==> src/rtl/rewire_serial_driver.sv <==
// Word-to-bit-serial driver for a 1-in/1-out generated stream device, LSB first, response captured per shift cycle.
// Optional even-parity trailer cycle and m_par output when REWIRE_SERIAL_DRIVER_PARITY_EN is defined.
module rewire_serial_driver #(
   parameter int unsigned W        = 8,
   parameter int unsigned GAP      = 0,
   parameter logic        IDLE_BIT = 1'b0
) (
   input  logic         clk,
   input  logic         rst,
   input  logic         s_valid,
   output logic         s_ready,
   input  logic [W-1:0] s_data,
   output logic         m_valid,
   input  logic         m_ready,
   output logic [W-1:0] m_data,
   output logic         dut_in,
   input  logic         dut_out,
   output logic         busy
`ifdef REWIRE_SERIAL_DRIVER_PARITY_EN
   ,
   output logic         m_par
`endif
);

`ifdef REWIRE_SERIAL_DRIVER_PARITY_EN
   localparam int unsigned LAST = W;
`else
   localparam int unsigned LAST = W - 1;
`endif
   localparam int unsigned CW = $clog2(LAST + 2);
   localparam int unsigned GW = $clog2(GAP + 2);

   typedef enum logic [1:0] {IDLE, SHIFT, HOLD, WAIT} state_t;

   state_t        state_q, state_d;
   logic [W-1:0]  data_q, data_d;
   logic [W-1:0]  rsp_q, rsp_d;
   logic [W-1:0]  m_data_d;
   logic [CW-1:0] cnt_q, cnt_d;
   logic [GW-1:0] gap_q, gap_d;
   logic          dut_in_d, m_valid_d, next_bit;
`ifdef REWIRE_SERIAL_DRIVER_PARITY_EN
   logic          m_par_d;
`endif

   always_ff @(posedge clk or negedge rst) begin
      if (!rst) begin
         state_q <= IDLE;
         data_q  <= '0;
         rsp_q   <= '0;
         cnt_q   <= '0;
         gap_q   <= '0;
         dut_in  <= IDLE_BIT;
         m_valid <= 1'b0;
         m_data  <= '0;
`ifdef REWIRE_SERIAL_DRIVER_PARITY_EN
         m_par   <= 1'b0;
`endif
      end else begin
         state_q <= state_d;
         data_q  <= data_d;
         rsp_q   <= rsp_d;
         cnt_q   <= cnt_d;
         gap_q   <= gap_d;
         dut_in  <= dut_in_d;
         m_valid <= m_valid_d;
         m_data  <= m_data_d;
`ifdef REWIRE_SERIAL_DRIVER_PARITY_EN
         m_par   <= m_par_d;
`endif
      end
   end

   always_comb begin
      state_d   = state_q;
      data_d    = data_q;
      rsp_d     = rsp_q;
      cnt_d     = cnt_q;
      gap_d     = gap_q;
      dut_in_d  = dut_in;
      m_valid_d = m_valid;
      m_data_d  = m_data;
      s_ready   = 1'b0;
      next_bit  = IDLE_BIT;
`ifdef REWIRE_SERIAL_DRIVER_PARITY_EN
      m_par_d   = m_par;
`endif
      for (int k = 1; k < int'(W); k++)
         if (cnt_q == CW'(k - 1)) next_bit = data_q[k];

      case (state_q)
         IDLE: s_ready = 1'b1;
         SHIFT: begin
            for (int k = 0; k < int'(W); k++)
               if (cnt_q == CW'(k)) rsp_d[k] = dut_out;
            if (cnt_q == CW'(LAST)) begin
               // Final bit goes out with the response so m_data includes it.
               m_valid_d = 1'b1;
               m_data_d  = rsp_d;
               dut_in_d  = IDLE_BIT;
               state_d   = HOLD;
`ifdef REWIRE_SERIAL_DRIVER_PARITY_EN
               m_par_d   = dut_out;
            end else if (cnt_q == CW'(W - 1)) begin
               dut_in_d  = ^data_q;
               cnt_d     = cnt_q + CW'(1);
`endif
            end else begin
               dut_in_d  = next_bit;
               cnt_d     = cnt_q + CW'(1);
            end
         end
         HOLD: begin
            if (m_ready) begin
               m_valid_d = 1'b0;
               if (GAP == 0) begin
                  s_ready = 1'b1;
                  state_d = IDLE;
               end else begin
                  state_d = WAIT;
                  gap_d   = GW'(GAP);
               end
            end
         end
         WAIT: begin
            if (gap_q == GW'(1)) state_d = IDLE;
            else                 gap_d   = gap_q - GW'(1);
         end
         default: state_d = IDLE;
      endcase

      // Accept from IDLE, or straight out of HOLD when no gap is configured.
      if (s_valid && s_ready) begin
         data_d    = s_data;
         dut_in_d  = s_data[0];
         cnt_d     = '0;
         m_valid_d = 1'b0;
         state_d   = SHIFT;
      end
   end

   assign busy = (state_q != IDLE);

endmodule

==> config.mk <==
export PLATFORM = sky130hd
export DESIGN_NAME = rewire_serial_driver
export DESIGN_NICKNAME = d
export VERILOG_FILES = /design/src/rtl/rewire_serial_driver.sv
export SDC_FILE = /design/constraint.sdc
export NUM_CORES = 1
export LEC_CHECK = 0
export CAP_MARGIN = 20
export CORE_ASPECT_RATIO = 1.75
export CORE_MARGIN = 5
export CORE_UTILIZATION = 35
export DETAILED_ROUTE_END_ITERATION = 8
export GPL_ROUTABILITY_DRIVEN = 0
export GPL_TIMING_DRIVEN = 0
export SETUP_SLACK_MARGIN = 0.3
export SYNTH_ARGS = -nofsm -noshare
export SYNTH_HDL_FRONTEND = slang
export SYNTH_SLANG_ARGS = --single-unit
==> constraint.sdc <==
create_clock -name clk -period 1.5 [get_ports clk]
set_input_delay 0.225 -clock clk [delete_from_list [all_inputs] [get_ports clk]]
set_output_delay 0.225 -clock clk [all_outputs]
set_load 0.005 [all_outputs]
## After elaboration in Yosys (flattened, before gate mapping)

Cells that the tools add are included.

- Flip-flop bits (word level): 33
- Bits of input ports: 13
- Logic and storage cells: 68

- Multiplexer cells: 33
- Add/subtract/negate cells: 2
- Equal/unequal tests: 14
- Reduce and logical (&&, ||, !) cells: 11

Operators by type and width:

| operator | count |
|---|---|
| $mux 1 | 23 |
| $eq 4x3->1 const B | 4 |
| $mux 4 | 3 |
| $ne 3x3->1 const B | 3 |
| $eq 4x2->1 const B | 2 |
| $mux 2 | 4 |
| $pmux 2 s3 | 1 |
| $add 4x1->4 const B | 1 |
| $eq 2x2->1 const B | 2 |
| $eq 4x1->1 const B | 1 |
| $logic_not 4->1 | 1 |
| $pmux 1 s2 | 2 |
| $reduce_and 2->1 | 2 |
| $reduce_and 4->1 | 1 |
| $reduce_bool 2->1 | 2 |
| $reduce_bool 4->1 | 1 |
| $reduce_and 3->1 | 1 |
| $reduce_bool 3->1 | 1 |
| $eq 2x1->1 const B | 1 |
| $logic_not 2->1 | 1 |
| $ne 2x1->1 const B | 1 |
| $logic_and 1x1->1 | 1 |
| $sub 1x1->1 const B | 1 |

## Longest topological paths before layout

- Depth after elaboration: 11
- Depth in mapped cells: 7
- Gate-level depth less buffers: 6

## Worst setup path after synthesis

OpenSTA, ideal clock, no wires.

- Path type: flip-flop to flip-flop
- Start point: register cnt_q[0]
- End point: register dut_in
- Data arrival time: 1.436 ns
- Cell stages (with the launch flop): 8
- Clock period less this slack: 1.512 ns
- Library setup time: 0.076 ns
- Data required time: 1.424 ns
- Path slack: -0.012 ns
- Cells stage by stage: dfrtp_1 -> inv_1 -> ha_1 -> clkbuf_2 -> and4bb_2 -> a211oi_2 -> o21ai_1 -> o21ai_1

- Longest elaborated chain between the ends: 11
- Elaborated cells on any way between the ends: 18
- Those cells by class: 7 x eq/ne; 10 x mux; 1 x reduce/logical

Ends and longest elaborated chain:

| what | line | RTL |
|---|---|---|
| start: declaration | 39 | `logic [CW-1:0] cnt_q, cnt_d;` |
| start signal: assignment | 63 | `cnt_q <= cnt_d;` |
| $logic_not 4->1 | 89 | `if (cnt_q == CW'(k - 1)) next_bit = data_q[k];` |
| $mux 1 (7 in series) | 89 |  |
| $mux 1 (*) | 96 | `if (cnt_q == CW'(LAST)) begin` |
| $mux 1 (*) | 91 | `case (state_q)` |
| $mux 1 (*) | 133 | `if (s_valid && s_ready) begin` |
| end signal: assignment | 65 | `dut_in <= dut_in_d;` |
| end: declaration | 16 | `output logic dut_in,` |

Mark *: on every way between the ends. The rest lies on a longest branch, timed or not. The select of a mux whose other input is x is not followed.
A chain may end at the register's enable or synchronous reset.

## Final worst setup path

- Start point: register cnt_q[1]
- End point: register dut_in

The elaborated chain is that of the path after synthesis.

==> parameters.txt <==
Parameter                              Value

Layout
  Layout Nets    223
  Post-layout util    0.5268
  Diode count    0
  Most frequent cells in the layout    sky130_fd_sc_hd__dfrtp_1 (31), sky130_fd_sc_hd__nand2_1 (14), sky130_fd_sc_hd__buf_6 (13), sky130_fd_sc_hd__buf_4 (13)
  Share of post-route cells with drive strength above 1    0.4589
  Area added between synthesis and finish    46.60%
  Most frequent standard cell in the layout excluding fill and tap cells    sky130_fd_sc_hd__dfrtp_1

Global route
  Pin count of the biggest net entering global routing    20
  Number of antenna violations at the first check in global routing    0
  Global-route congestion overflow total    0
  Number of global-route vias before repair    ~1400
  First-pass GRT wire length    6541 um
  GRT Overall Usage    0.1281

STA
  Worst hold-check slack    ~370 ps
  Timing-limited maximum frequency    about 0.64 GHz
  Final critical-path share of the clock period    1.037
  Post-route minimum period    approximately 1600 ps
  Relative slew slack    0.5344
  Final setup violating endpoints    4
  Largest clock skew in the final design    just under 4 ps
  Min setup slack post-route    -55.82 ps
  Setup repair after global routing missed its margin    yes
  Worst Tran Pin Value    roughly 700 ps
  Fin. Hold Viols    0
  Final-report max-slew violation count    0

Floorplanning
  Starting density of the core    0.3594
  Die outline area    6379 um^2
  Number of placement rows    33
  Floorplan die height    slightly above 100 um
  Core region area    4707 um^2
  Horizontal extent of the die    62.56 um
  Boundary Pins    25

Placement
  Total half-perimeter wirelength after legalization and detailed placement    approximately 2600 um
  Number of port buffers    24

Worst setup path
  Critical path data arrival time    1710 ps
  CP max FO    8
  Start-to-end type of the worst setup path    reg2reg
  Worst Path Required    1650 ps
  Family with the most delay on the worst path    compound AO/OA/AOI/OAI gates
  Element type at the critical path start    flop
  Kind of capture point of the worst setup path    flop
  Cell breakdown of the critical path    inv_1 > ha_1 > clkbuf_4 > a21oi_2 > nor2_1 > a221oi_2 > o21ai_1
  Slowest cell on crit path    sky130_fd_sc_hd__dfrtp_1
  Max incr delay on CP    ~420 ps
  Buffers plus inverters on the worst setup path    2

Yosys
  Top_reg_cell synth    sky130_fd_sc_hd__dfrtp_1
  Area of the mapped netlist    roughly 1700 um^2
  Number of synthesized flops with an enable pin    0
  Mapped Avg Cell Area    11.13 um^2
  Post-synthesis cell count    around 150
  Number of nets produced by synthesis    ~170
  Proportion of register bits with asynchronous set or reset after synthesis    1.000
  Number of register bits inferred by synthesis    31
  Number of library cell types mapped by synthesis    38
  Share of the yosys chip area belonging to registers    0.4586
  Synth Warn #    0

Status
  Violations in the final reports    setup timing
  Run status    complete, but fails checks

Power
  Maximum VDD drop    about 1200 uV
  Power share of the combinational group    0.594
  LEAKAGE    roughly 1.2 nW
  Switching share of power    0.3704
  Seq pwr share    0.286
  Cell area power density    around 2100 nW/um^2
  Internal power    around 0.0033 W
  Part of the power in the clock network    0.120
  Switching power    around 0.0019 W

Run
  Max_cap viols    0

Route
  Post-detailed-routing wire length    between 3000 and 4000 um
  Via density    5.004
  Residual DRC count    0
  Detailed Routing Iterations Pass 1    4
  DR vias    approximately 1300
  Post-detailed-route count of antenna-violating nets    0
  WL per Instance    about 15 um
  Number of design-rule violations left by the first detailed-router iteration    23

Clock network
  Maximum root-to-sink buffer count    2
  Inserted Clock Buffers    5
  Buffer type at the clock tree root    sky130_fd_sc_hd__clkbuf_8
  Clock latency on the worst-skew pair    approximately 280 ps
  Clock net sink count    31
  TritonCTS clock tree    yes
  H-tree depth    2
  Clock input transition at the sequential cells of the worst setup and hold paths    approximately 70 ps

Hold path
  Classification of the worst-slack hold path    in2async
==> what timing repair did <==
action,4_1_cts,5_1_grt
pin swaps,14,11
setup buffers,16,5
hold buffers,0,0
gates resized for setup,41,28
gates cloned,1,0
endpoints found under the setup margin,42,34
==> per-stage QoR <==
| stage | cells | instance area [um^2] | setup WS, ps | TNS, ps | total power, W |
|---|---|---|---|---|---|
| final | 259 | 2480 | -55.82 | -136.0 | 0.005228 |
| after floorplan | 152 | 1727 | 49.90 | 0 | 0.003133 |
| after CTS | 254 | 2352 | -53.04 | -74.50 | 0.004886 |
| after detailed placement | 229 | 2059 | -191.8 | -1596 | 0.003857 |
| after global placement | 228 | 2032 | -370.2 | -12740 | 0.003775 |
| after global routing | 259 | 2480 | -164.3 | -770.0 | 0.005600 |
==> routing by layer <==
metal,vias up,track usage,wire (um)
li1,621,-,-
met1,637,0.1418,1458
met2,32,0.2340,2194
met3,6,0.03520,192
met4,0,0.04412,54
met5,-,0,0
==> sequential cells by signal, indices dropped and copies added (netlist names) <==
name and flops:
gap_q 1, m_data 8, data_q 7, m_valid 1, state_q 2, dut_in 1, cnt_q 4, rsp_q 7
==> final cells by class <==
class                   count  area (um^2)
fillers                   445         2227
clock inverters             3        15.01
multi-input cells         105        949.7
repair buffers             47        462.9
inverters                   5        18.77
clock buffers               5        68.82
well taps                  52        65.06
flip-flops and latches     31        775.7
plain buffers              11        123.9
==> worst register-to-register path, stage by stage (launching register included) <==
cell and delay [ps]:
sky130_fd_sc_hd__dfrtp_1 420, sky130_fd_sc_hd__inv_1 90, sky130_fd_sc_hd__ha_1 180, sky130_fd_sc_hd__clkbuf_4 190
sky130_fd_sc_hd__a21oi_2 150, sky130_fd_sc_hd__nor2_1 60, sky130_fd_sc_hd__a221oi_2 230, sky130_fd_sc_hd__o21ai_1 110
==> synthesized netlist by cell type (2+ instances only) <==
master,instances,area share
sky130_fd_sc_hd__nor2_1,6,0.013
sky130_fd_sc_hd__dfrtp_1,31,0.46
sky130_fd_sc_hd__nor3_4,2,0.019
sky130_fd_sc_hd__a21o_1,2,0.0089
sky130_fd_sc_hd__xnor2_1,3,0.016
sky130_fd_sc_hd__mux2_1,4,0.027
sky130_fd_sc_hd__mux2_2,5,0.033
sky130_fd_sc_hd__ha_1,4,0.030
sky130_fd_sc_hd__o21ai_1,3,0.0089
sky130_fd_sc_hd__inv_1,5,0.011
sky130_fd_sc_hd__nor2b_4,2,0.016
sky130_fd_sc_hd__nand2_1,28,0.062
sky130_fd_sc_hd__mux2i_1,10,0.059
sky130_fd_sc_hd__clkbuf_2,2,0.0059
sky130_fd_sc_hd__buf_6,7,0.047
sky130_fd_sc_hd__o21ai_0,9,0.027
sky130_fd_sc_hd__a211oi_2,2,0.015
sky130_fd_sc_hd__mux2_4,3,0.027
sky130_fd_sc_hd__a21oi_1,5,0.015
==> path summary, 6_finish.rpt <==
kind | startpoint | slack, ps | end | depth (start not counted)
max | cnt_q[1] | -60 | dut_in | 7
min | rst | 370 | cnt_q[0] | 1
max reg2reg | cnt_q[1] | -60 | dut_in | 7
min reg2reg | m_data[2] | 480 | m_data[2] | 2
max in group asynchronous | rst | 600 | data_q[5] | 2
min in group clk | m_data[2] | 480 | m_data[2] | 2
==> logic make-up after synthesis <==
logic type | Yosys count | synth area share
flops | 31 | 0.4586
buf+inv | 16 | 0.07027
fa+ha+maj | 4 | 0.02959
compound gates | 27 | 0.1080
mux | 22 | 0.1457
xor+xnor | 3 | 0.01554
simple gates | 49 | 0.1723
==> power groups by stage <==
stage	Sequential (W)	Clock, W	Combinational [W]
after floorplan	0.00146	0	0.00167
after global placement	0.00148	0	0.00229
after detailed placement	0.00151	0	0.00235
after CTS	0.00148	0.000654	0.00275
after global routing	0.00154	0.000691	0.00337
final	0.00149	0.000630	0.00310
Power figures use the tool's default switching activity.
==> patch (config.mk and constraints unchanged) <==
Encoding of `state_t`: now one-hot (4 bits for 4 states).
--- a/src/rtl/rewire_serial_driver.sv
+++ b/src/rtl/rewire_serial_driver.sv
@@ -31,5 +31,5 @@
    localparam int unsigned GW = $clog2(GAP + 2);
 
-   typedef enum logic [1:0] {IDLE, SHIFT, HOLD, WAIT} state_t;
+   typedef enum logic [3:0] {IDLE = 4'b0001, SHIFT = 4'b0010, HOLD = 4'b0100, WAIT = 4'b1000} state_t;
 
    state_t        state_q, state_d;
Check against the original RTL: no difference found for any inputs over 10 cycles, from zero or initial values and one cycle with rst low; not proved beyond that.
==> patch against the original RTL <==
The run still ends with setup timing left. Sequential power is 15% lower. Critical path type unchanged. Total power is 26% lower. Routed wire length is 9.6% higher. Area after synthesis is 5.9% lower. Largest cell class unchanged. Sequential cell count stayed put. Worst setup slack worse by 130 ps. Design area is 12% higher. Final cell count is 7.3% higher.
==> patch: results (changes against the original RTL) <==
| Quantity | Value | Unit | Change |
|---|---|---|---|
| Global-route met3 utilization | 0.03636 | - | +0.001160 |
| Met2 routing resource usage after global routing | 0.2539 | - | +0.01989 |
| Post-detailed-route wirelength per cell | 15.37 | µm | +2.2% |
| Crit path arrival time | 1860 | ps | +150 ps |
| Final setup fails | 28 | - | +24 |
| Portion of the layout cell area used by clock cells | 0.03594 | - | +0.002135 |
| Clk network pwr share | 0.186 | - | +0.066 |
| Fraction of the mapped netlist area in compound gates | 0.09434 | - | -0.01365 |
| Net switching fraction of the power | 0.3307 | - | -0.03976 |
| Reg2reg start | state_q[0] | - |  |
| Seq pwr | 1.27 | mW | -15% |
| Cell count after placement | 225 | - | -1.7% |
| Number of gates given a new drive strength after cts | 68 | - | +66% |
| Fraction of area in multi-input gates | 0.3706 | - | -0.01233 |
| DRT iter0 DRCs | 20 | - | -13% |
| Estimated wirelength of the detail-placed design | 2593 | µm | -0.88% |
| Via density per instance | 5.097 | - | +1.9% |
| Number of instances in the synthesized netlist | 149 | - | -2.0% |
| Via count | 1,417 | - | +9.3% |
| Via count of the first global-routing pass | 1,481 | - | +8.8% |
| Number of non-clock buffers in the layout | 78 | - | +34% |
| Max-slew headroom at the worst pin | 0.5384 | - | +0.004050 |
| Min Hold Slack | 357.9 | ps | -9.882 ps |
| Cell area after placement | 0.001954 | mm² | -5.1% |
| Sum of met3 wire segment lengths after detailed routing | 146 | µm | -24% |
| Maximum resistive drop on vdd | 0.9744 | mV | -21% |
| Final worst-path setup slack | -189.8 | ps | -134.0 ps |
| Failing checks | setup timing | - |  |
| XOR/XNOR share of the synthesized area | 0.005503 | - | -0.01003 |
| Multiplexer share of the synthesized area | 0.1596 | - | +0.01388 |
| Post-synthesis cell type count | 39 | - | +2.6% |
| Depth of the most critical reg-to-reg path | 10 | - | +3 |
| Nets | 243 | - | +9.0% |
| Met1 Usage GRT | 0.1620 | - | +0.02024 |
| Static Leak | 1.218 | nW | +5.3% |
| Adder-Cell Fraction of Synth Area | 0.03145 | - | +0.001861 |
| Fraction of the yosys area taken by sequential cells | 0.4882 | - | +0.02963 |
| Outcome | finished, violations left | - |  |
patch: changes by cell type in the layout (fill, tap and decap cells not counted), moves of 4 or more:
cell	change
sky130_fd_sc_hd__ha_4	+4
sky130_fd_sc_hd__mux2i_1	-4
sky130_fd_sc_hd__mux2_4	-5
sky130_fd_sc_hd__nand2_2	-5
sky130_fd_sc_hd__buf_4	+8
sky130_fd_sc_hd__a21oi_2	+6
sky130_fd_sc_hd__o21ai_1	-6
sky130_fd_sc_hd__buf_6	+15
sky130_fd_sc_hd__dfrtp_1	-4
sky130_fd_sc_hd__mux2_2	+9
patch: logic make-up after synthesis:
kind of cell / count (synthesis)
AND/OR/NAND/NOR: 54
flip-flops: 31
AO/OA/AOI/OAI: 24
multiplexers: 22
buffers and inverters: 13
adder cells (fa/ha/maj): 4
XOR/XNOR: 1
